--- src/rtl/mem_stage_ctrl.sv ---
`default_nettype none
// ============================================================================
// Module   : mem_stage_ctrl
// Purpose  : MEM pipeline stage. Registers the EX op and runs the
//            data-memory req/ack handshake, with an ack timeout. It places
//            store data on the correct byte lanes and extracts and extends
//            load data. It also resolves branch/jump redirects for IF.
// Ports    : clk, rst_n (async, active low)
//            EX side  : in_valid/in_ready, flush, mem_wr, mem_to_reg, dsize,
//                       loadext, reg_wr, branch, zero, jump, rw, exec_result,
//                       bus_b, branch_target
//            Memory   : dm_req, dm_we, dm_addr, dm_be, dm_wdata, dm_ack,
//                       dm_rdata
//            WB side  : wb_valid, wb_reg_wr, wb_mem_to_reg, wb_rw, wb_result
//            IF side  : pc_src, pc_target
//            Status   : bus_err
// Config   : MEM_MISALIGN_CHK_EN - when defined, a misaligned half or word
//            access is rejected with bus_err instead of being issued with
//            its low address bits ignored.
// Revision : 1.0 - initial release
// ============================================================================
module mem_stage_ctrl #(
  parameter int ADDR_W   = 32,   // 3..32; taken from the low bits of exec_result
  parameter int RW_W     = 5,
  parameter int ACK_TOUT = 16    // >= 1
) (
  input  logic              clk,
  input  logic              rst_n,
  input  logic              in_valid,
  output logic              in_ready,
  input  logic              flush,
  input  logic              mem_wr,
  input  logic              mem_to_reg,
  input  logic [1:0]        dsize,
  input  logic              loadext,
  input  logic              reg_wr,
  input  logic              branch,
  input  logic              zero,
  input  logic              jump,
  input  logic [RW_W-1:0]   rw,
  input  logic [31:0]       exec_result,
  input  logic [31:0]       bus_b,
  input  logic [31:0]       branch_target,
  output logic              dm_req,
  output logic              dm_we,
  output logic [ADDR_W-1:0] dm_addr,
  output logic [3:0]        dm_be,
  output logic [31:0]       dm_wdata,
  input  logic              dm_ack,
  input  logic [31:0]       dm_rdata,
  output logic              wb_valid,
  output logic              wb_reg_wr,
  output logic              wb_mem_to_reg,
  output logic [RW_W-1:0]   wb_rw,
  output logic [31:0]       wb_result,
  output logic              pc_src,
  output logic [31:0]       pc_target,
  output logic              bus_err
);

  localparam logic [1:0] c_IDLE   = 2'd0;
  localparam logic [1:0] c_ACCESS = 2'd1;
  localparam logic [1:0] c_DONE   = 2'd2;

  localparam int                 c_CNT_W    = (ACK_TOUT > 1) ? $clog2(ACK_TOUT) : 1;
  localparam logic [c_CNT_W-1:0] c_CNT_LAST = c_CNT_W'(ACK_TOUT - 1);

  logic [1:0]         r_state;
  logic [1:0]         w_nextState;
  logic [c_CNT_W-1:0] r_cnt;

  // Context of the access in flight
  logic [1:0]  r_size;
  logic [1:0]  r_lane;
  logic        r_loadExt;
  logic        r_isLoad;
  logic        r_killed;
  logic [31:0] r_execRes;

  logic              w_accept;
  logic              w_anyMem;
  logic              w_memOp;
  logic              w_rsvdMem;
  logic              w_misalign;
  logic              w_timeout;
  logic              w_kill;
  logic              w_takeBranch;
  logic [ADDR_W-1:0] w_addr;
  logic [3:0]        w_stBe;
  logic [31:0]       w_stData;
  logic [7:0]        w_ldByte;
  logic [15:0]       w_ldHalf;
  logic [31:0]       w_loadData;

  assign w_accept     = in_valid & in_ready & ~flush;
  assign w_anyMem     = mem_wr | mem_to_reg;
  assign w_memOp      = w_anyMem & (dsize != 2'b10);
  assign w_rsvdMem    = w_anyMem & (dsize == 2'b10);
  assign w_takeBranch = (branch & zero) | jump;
  assign w_addr       = {exec_result[ADDR_W-1:2], 2'b00};

`ifdef MEM_MISALIGN_CHK_EN
  assign w_misalign = w_anyMem &
                      (((dsize == 2'b01) & exec_result[0]) |
                       ((dsize == 2'b11) & (exec_result[1:0] != 2'b00)));
`else
  assign w_misalign = 1'b0;
`endif

  // Ack on the final allowed cycle is a normal completion, not a timeout.
  assign w_timeout = (r_state == c_ACCESS) & ~dm_ack & (r_cnt == c_CNT_LAST);
  // A flush in the completing cycle still suppresses the writeback.
  assign w_kill    = r_killed | flush;

  // ---------------- FSM: state register ----------------
  always_ff @(posedge clk or negedge rst_n) begin
    if (!rst_n) r_state <= c_IDLE;
    else        r_state <= w_nextState;
  end

  // ---------------- FSM: next state ----------------
  // Non-memory, reserved-size and rejected ops complete with a registered
  // writeback pulse while the FSM stays in IDLE, so back-to-back issue works.
  always_comb begin
    w_nextState = r_state;
    case (r_state)
      c_IDLE:   if (w_accept & w_memOp & ~w_misalign) w_nextState = c_ACCESS;
      c_ACCESS: if (dm_ack)         w_nextState = c_DONE;
                else if (w_timeout) w_nextState = c_IDLE;
      c_DONE:   w_nextState = c_IDLE;
      default:  w_nextState = c_IDLE;
    endcase
  end

  // ---------------- FSM: outputs ----------------
  always_comb begin
    in_ready = (r_state == c_IDLE);
    dm_req   = (r_state == c_ACCESS);
  end

  // Access-cycle counter for the ack timeout
  always_ff @(posedge clk or negedge rst_n) begin
    if (!rst_n)                    r_cnt <= '0;
    else if (r_state == c_ACCESS)  r_cnt <= r_cnt + c_CNT_W'(1);
    else                           r_cnt <= '0;
  end

  // Store lane placement
  always_comb begin
    w_stBe   = 4'b1111;
    w_stData = bus_b;
    case (dsize)
      2'b00: begin
        w_stBe   = 4'b0001 << exec_result[1:0];
        w_stData = {4{bus_b[7:0]}};
      end
      2'b01: begin
        w_stBe   = exec_result[1] ? 4'b1100 : 4'b0011;
        w_stData = {2{bus_b[15:0]}};
      end
      default: ;
    endcase
  end

  // Load lane extraction and extension
  always_comb begin
    w_ldByte = dm_rdata[{r_lane, 3'b000} +: 8];
    w_ldHalf = r_lane[1] ? dm_rdata[31:16] : dm_rdata[15:0];
    case (r_size)
      2'b00:   w_loadData = {{24{r_loadExt & w_ldByte[7]}}, w_ldByte};
      2'b01:   w_loadData = {{16{r_loadExt & w_ldHalf[15]}}, w_ldHalf};
      default: w_loadData = dm_rdata;
    endcase
  end

  // Datapath registers and one-cycle pulses
  always_ff @(posedge clk or negedge rst_n) begin
    if (!rst_n) begin
      dm_we         <= 1'b0;
      dm_addr       <= '0;
      dm_be         <= 4'b0000;
      dm_wdata      <= 32'd0;
      wb_valid      <= 1'b0;
      wb_reg_wr     <= 1'b0;
      wb_mem_to_reg <= 1'b0;
      wb_rw         <= '0;
      wb_result     <= 32'd0;
      pc_src        <= 1'b0;
      pc_target     <= 32'd0;
      bus_err       <= 1'b0;
      r_size        <= 2'b00;
      r_lane        <= 2'b00;
      r_loadExt     <= 1'b0;
      r_isLoad      <= 1'b0;
      r_killed      <= 1'b0;
      r_execRes     <= 32'd0;
    end else begin
      wb_valid <= 1'b0;
      pc_src   <= 1'b0;
      bus_err  <= 1'b0;

      if (w_accept) begin
        wb_rw         <= rw;
        wb_mem_to_reg <= mem_to_reg;
        pc_src        <= w_takeBranch;
        if (w_takeBranch) pc_target <= branch_target;

        if (w_misalign) begin
          wb_valid  <= 1'b1;
          wb_reg_wr <= 1'b0;
          wb_result <= 32'd0;
          bus_err   <= 1'b1;
        end else if (w_memOp) begin
          dm_we     <= mem_wr;
          dm_addr   <= w_addr;
          dm_be     <= w_stBe;
          dm_wdata  <= w_stData;
          r_size    <= dsize;
          r_lane    <= exec_result[1:0];
          r_loadExt <= loadext;
          r_isLoad  <= mem_to_reg & ~mem_wr;
          r_execRes <= exec_result;
          r_killed  <= 1'b0;
          wb_reg_wr <= reg_wr & ~mem_wr;
        end else begin
          wb_valid  <= 1'b1;
          wb_reg_wr <= reg_wr;
          wb_result <= w_rsvdMem ? 32'd0 : exec_result;
        end
      end

      if (r_state == c_ACCESS) begin
        if (flush) r_killed <= 1'b1;
        if (dm_ack) begin
          wb_valid  <= ~w_kill;
          wb_result <= r_isLoad ? w_loadData : r_execRes;
        end else if (w_timeout) begin
          wb_valid  <= ~w_kill;
          bus_err   <= ~w_kill;
          wb_reg_wr <= 1'b0;
          wb_result <= 32'd0;
        end
      end
    end
  end

endmodule
`default_nettype wire

--- config.mk ---
export PLATFORM = sky130hd
export DESIGN_NAME = mem_stage_ctrl
export DESIGN_NICKNAME = d
export VERILOG_FILES = /design/src/rtl/mem_stage_ctrl.sv
export SDC_FILE = /design/constraint.sdc
export NUM_CORES = 1
export LEC_CHECK = 0
export CORE_ASPECT_RATIO = 0.8
export CORE_MARGIN = 3
export CORE_UTILIZATION = 45
export DETAILED_ROUTE_END_ITERATION = 10
export PLACE_DENSITY_LB_ADDON = 0.15
export SKIP_CTS_REPAIR_TIMING = 1
export SLEW_MARGIN = 20
export SYNTH_ARGS = -nofsm -noshare
export SYNTH_HDL_FRONTEND = slang
export SYNTH_SLANG_ARGS = --single-unit
--- constraint.sdc ---
create_clock -name clk -period 2.3 [get_ports clk]
set_input_delay 0.69 -clock clk [delete_from_list [all_inputs] [get_ports clk]]
set_output_delay 0.69 -clock clk [all_outputs]
set_load 0.02 [all_outputs]
==> results.rst <==
.. list-table::
   :header-rows: 1

   * - Metric
     - Value
   * - Startpoint Class
     - primary input
   * - Count of flip-flops with a built-in enable after synthesis
     - 0
   * - Final worst path period need
     - ~2300 ps
   * - Maximum VDD drop
     - ~0.00075 V
   * - Leakage
     - between 0.004 and 0.005 µW
   * - Synth Flop Type
     - sky130_fd_sc_hd__dfrtp_1
   * - Type of the most critical hold path
     - primary input to asynchronous set/reset pin
   * - Period utilisation layout
     - a little over nine tenths
   * - H-tree depth reported by CTS
     - 4
   * - DRC viols
     - 0
   * - CP arrival
     - about 2600 ps
   * - Data required time at the worst endpoint
     - 2590 ps
   * - Initial Util
     - 47.0%
   * - FP Rows
     - 41
   * - Final routed wire length divided by cell count
     - around 21 µm
   * - Count of synthesis-stage warnings from yosys
     - 0
   * - First DRT Iteration DRCs
     - 390
   * - Slowest cell on the critical path
     - sky130_fd_sc_hd__or4b_4
   * - Maximum number of pins on one net before global-route repair
     - 65
   * - Final Net Count
     - 1064
   * - Final count of negative-setup-slack endpoints
     - 0
   * - Final antenna-violating net count
     - 0
   * - Commonest cells after routing, fill and taps aside
     - sky130_fd_sc_hd__clkdlybuf4s50_1, sky130_fd_sc_hd__dfrtp_1, sky130_fd_sc_hd__mux2_2
   * - Number of max-capacitance violations reported
     - 0
   * - Worst-skew pair later-pin latency
     - ~400 ps
   * - Kind of cell adding the most delay to the critical path
     - buffers and inverters
   * - Detail-routed via count per cell
     - about 5.6
   * - Commonest non-fill, non-tap cell in the layout
     - sky130_fd_sc_hd__clkdlybuf4s50_1
   * - Share of final-layout standard cells stronger than drive strength 1
     - roughly a fifth
   * - Crit path kind
     - primary input to register
   * - Rel. slew slack
     - approximately two fifths
   * - Run status
     - finished clean
   * - Share of synthesized registers carrying an async set or reset
     - 100%
   * - Netlist area before placement
     - around 7600 µm²
   * - Number of slew-limit violations in the final report
     - 0
   * - Clock tree root driver cell
     - sky130_fd_sc_hd__clkbuf_16
   * - Wire length of the first global-routing pass
     - about 36 mm
   * - Global-route usage over all layers
     - 25.4%
   * - Number of flip-flops and latches in the synthesized netlist
     - 154
   * - Port Buf Inserts
     - roughly 290
   * - Die Outline Area
     - roughly 18000 µm²
   * - Setup Skew
     - 7.17 ps
   * - Max Root-Sink Buffers
     - 2
   * - Worst Setup End Kind
     - register
   * - Syn-to-layout area delta
     - 50.2%
   * - Remaining Overflow, GRT
     - 0
   * - Worst-margin pin slew
     - between 900 and 1000 ps
   * - Number of hold-slack violations in the final timing report
     - 0
   * - Cell Count Post-Placement
     - about 1100
   * - Register area share after synthesis
     - between 50% and 60%
   * - Vert. Die Dim
     - roughly 120 µm
   * - Crit path buffers/inverters
     - 3
   * - Max Freq
     - ~0.44 GHz
   * - Final Routed Wirelength
     - 23.9 mm
   * - Stage delay of the slowest cell on the critical path
     - about 510 ps
   * - Number of CTS-inserted buffers
     - 17
   * - Leading registers by flop count
     - dm_wdata: 32 flops, pc_target: 32 flops, wb_result: 32 flops
   * - Die span in x
     - ~150 µm
   * - Post-CTS clock slew at the launch and capture registers of the worst setup and hold paths
     - roughly 60 ps
   * - Critical path cell sequence
     - clkdlybuf4s50_1 -> or4b_4 -> nor3_4 -> buf_4 -> buf_8 -> mux2_1
   * - Number of clock sinks seen by CTS
     - between 150 and 200
   * - Average size of a mapped cell
     - between 10 and 15 µm²
   * - Initial antenna violation count
     - 0
   * - Power density over cell area
     - about 1000 nW/µm²
   * - TritonCTS clock tree
     - done
   * - Utilization of the core after routing
     - 70.6%
   * - I/O Pins
     - ~290
   * - Critical Path Fanout Max
     - 18
   * - Antenna diode count
     - 0
   * - Routability-driven placement congestion ratio
     - 0.845
   * - Via count
     - 6365
   * - Length of the first detailed-routing pass in iterations
     - 5
   * - Mapped Cells
     - 640
   * - Area of the placeable core
     - 16200 µm²
   * - Post-synthesis cell type count
     - 52
   * - HPWL after detailed placement
     - 17.3 mm
   * - Non-filler cells, final
     - between 1000 and 1500
   * - Number of global-route vias before repair
     - a little under 7000
[worst reg2reg max path, delay by kind of cell (launching register included)]
kind            cells  cell delay [ps]
buf+inv             2              350
compound gates      2              490
mux                 2              410
flops               1              650
[cells in the mapped netlist, types with 2 or more instances]
cell                         n  area (µm²)
sky130_fd_sc_hd__a22o_1      2        17.5
sky130_fd_sc_hd__nand2b_1    3        18.8
sky130_fd_sc_hd__mux2_1     38         428
sky130_fd_sc_hd__buf_1       2        7.51
sky130_fd_sc_hd__mux2i_1    34         340
sky130_fd_sc_hd__a21oi_1    28         140
sky130_fd_sc_hd__nor2b_1     2        12.5
sky130_fd_sc_hd__clkbuf_1   23        86.3
sky130_fd_sc_hd__buf_4      39         293
sky130_fd_sc_hd__o22ai_1    20         125
sky130_fd_sc_hd__and3_1      2        12.5
sky130_fd_sc_hd__a22oi_2    29         363
sky130_fd_sc_hd__o21ai_0    34         170
sky130_fd_sc_hd__inv_1       6        22.5
sky130_fd_sc_hd__nand3b_1    2        15.0
sky130_fd_sc_hd__o22ai_2    11         138
sky130_fd_sc_hd__nand2_1    47         176
sky130_fd_sc_hd__mux2_2     50         563
sky130_fd_sc_hd__a22oi_1     5        37.5
sky130_fd_sc_hd__a221oi_1   16         140
sky130_fd_sc_hd__nor2_1     33         124
sky130_fd_sc_hd__a31oi_1     3        18.8
sky130_fd_sc_hd__o221ai_1    7        61.3
sky130_fd_sc_hd__buf_6       8        90.1
sky130_fd_sc_hd__dfrtp_1   154        3850
sky130_fd_sc_hd__o211ai_1   10        75.1
sky130_fd_sc_hd__buf_2       7        35.0
[power breakdown]
group          internal [µW]  switching (µW)
combinational           2540            2450
sequential              3510             578
clock                   1620            1180
total                   7680            4210
[layout make-up]
cell class,instances,area (µm²)
tap,215,269
clock buffer,17,425
inverter,8,30.0
fill,1152,4760
sequential,154,3850
multi-input combinational,400,3230
timing repair buffer,335,3440
clock inverter,14,160
[final timing paths]
check                              from             to  slack, ps  cells after the start
setup reg to reg           r_execRes[1]  wb_result[25]        290                      6
hold / removal                    rst_n  pc_target[12]        160                      1
setup / recovery               in_valid  r_execRes[18]         40                      6
min in group clk               r_cnt[0]       r_cnt[0]        480                      1
hold reg to reg                r_cnt[0]       r_cnt[0]        480                      1
max in group asynchronous         rst_n   r_execRes[4]       1460                      2
[per-layer routing]
metal | up-vias | wire length [µm] | track usage (%)
met3 | 28 | 2270 | 7.29
li1 | 2876 | - | -
met1 | 3144 | 9680 | 33.1
met5 | - | 0 | 0
met2 | 317 | 11500 | 41.5
met4 | 0 | 408 | 7.47
[through the flow]
stage               power [µW]  worst slack (ps)  setup TNS (ps)  area, µm²  hold slack (ps)
CTS                      11900              -243           -1060      11300              157
floorplan                 6770               156               0       7600              394
finish                   11900              37.1               0      11400              161
global route             12400             -10.5           -17.2      11400              162
global placement          8970              -447          -51250      10700              444
detailed placement        9100              -488          -52620      10700              466
[cells by family (layout without fill, tap and decap cells)]
group           after synthesis  in the layout  share of synthesized area, %
compound gates              171            171                          17.6
xor+xnor                      2              2                         0.231
fa+ha+maj                     1              1                         0.165
buf+inv                      87            374                          7.13
flops                       154            154                          50.7
mux                         123            123                          17.8
other cells                   1              2                        0.0494
simple gates                101            101                          6.24
Power figures use the tool's default switching activity.
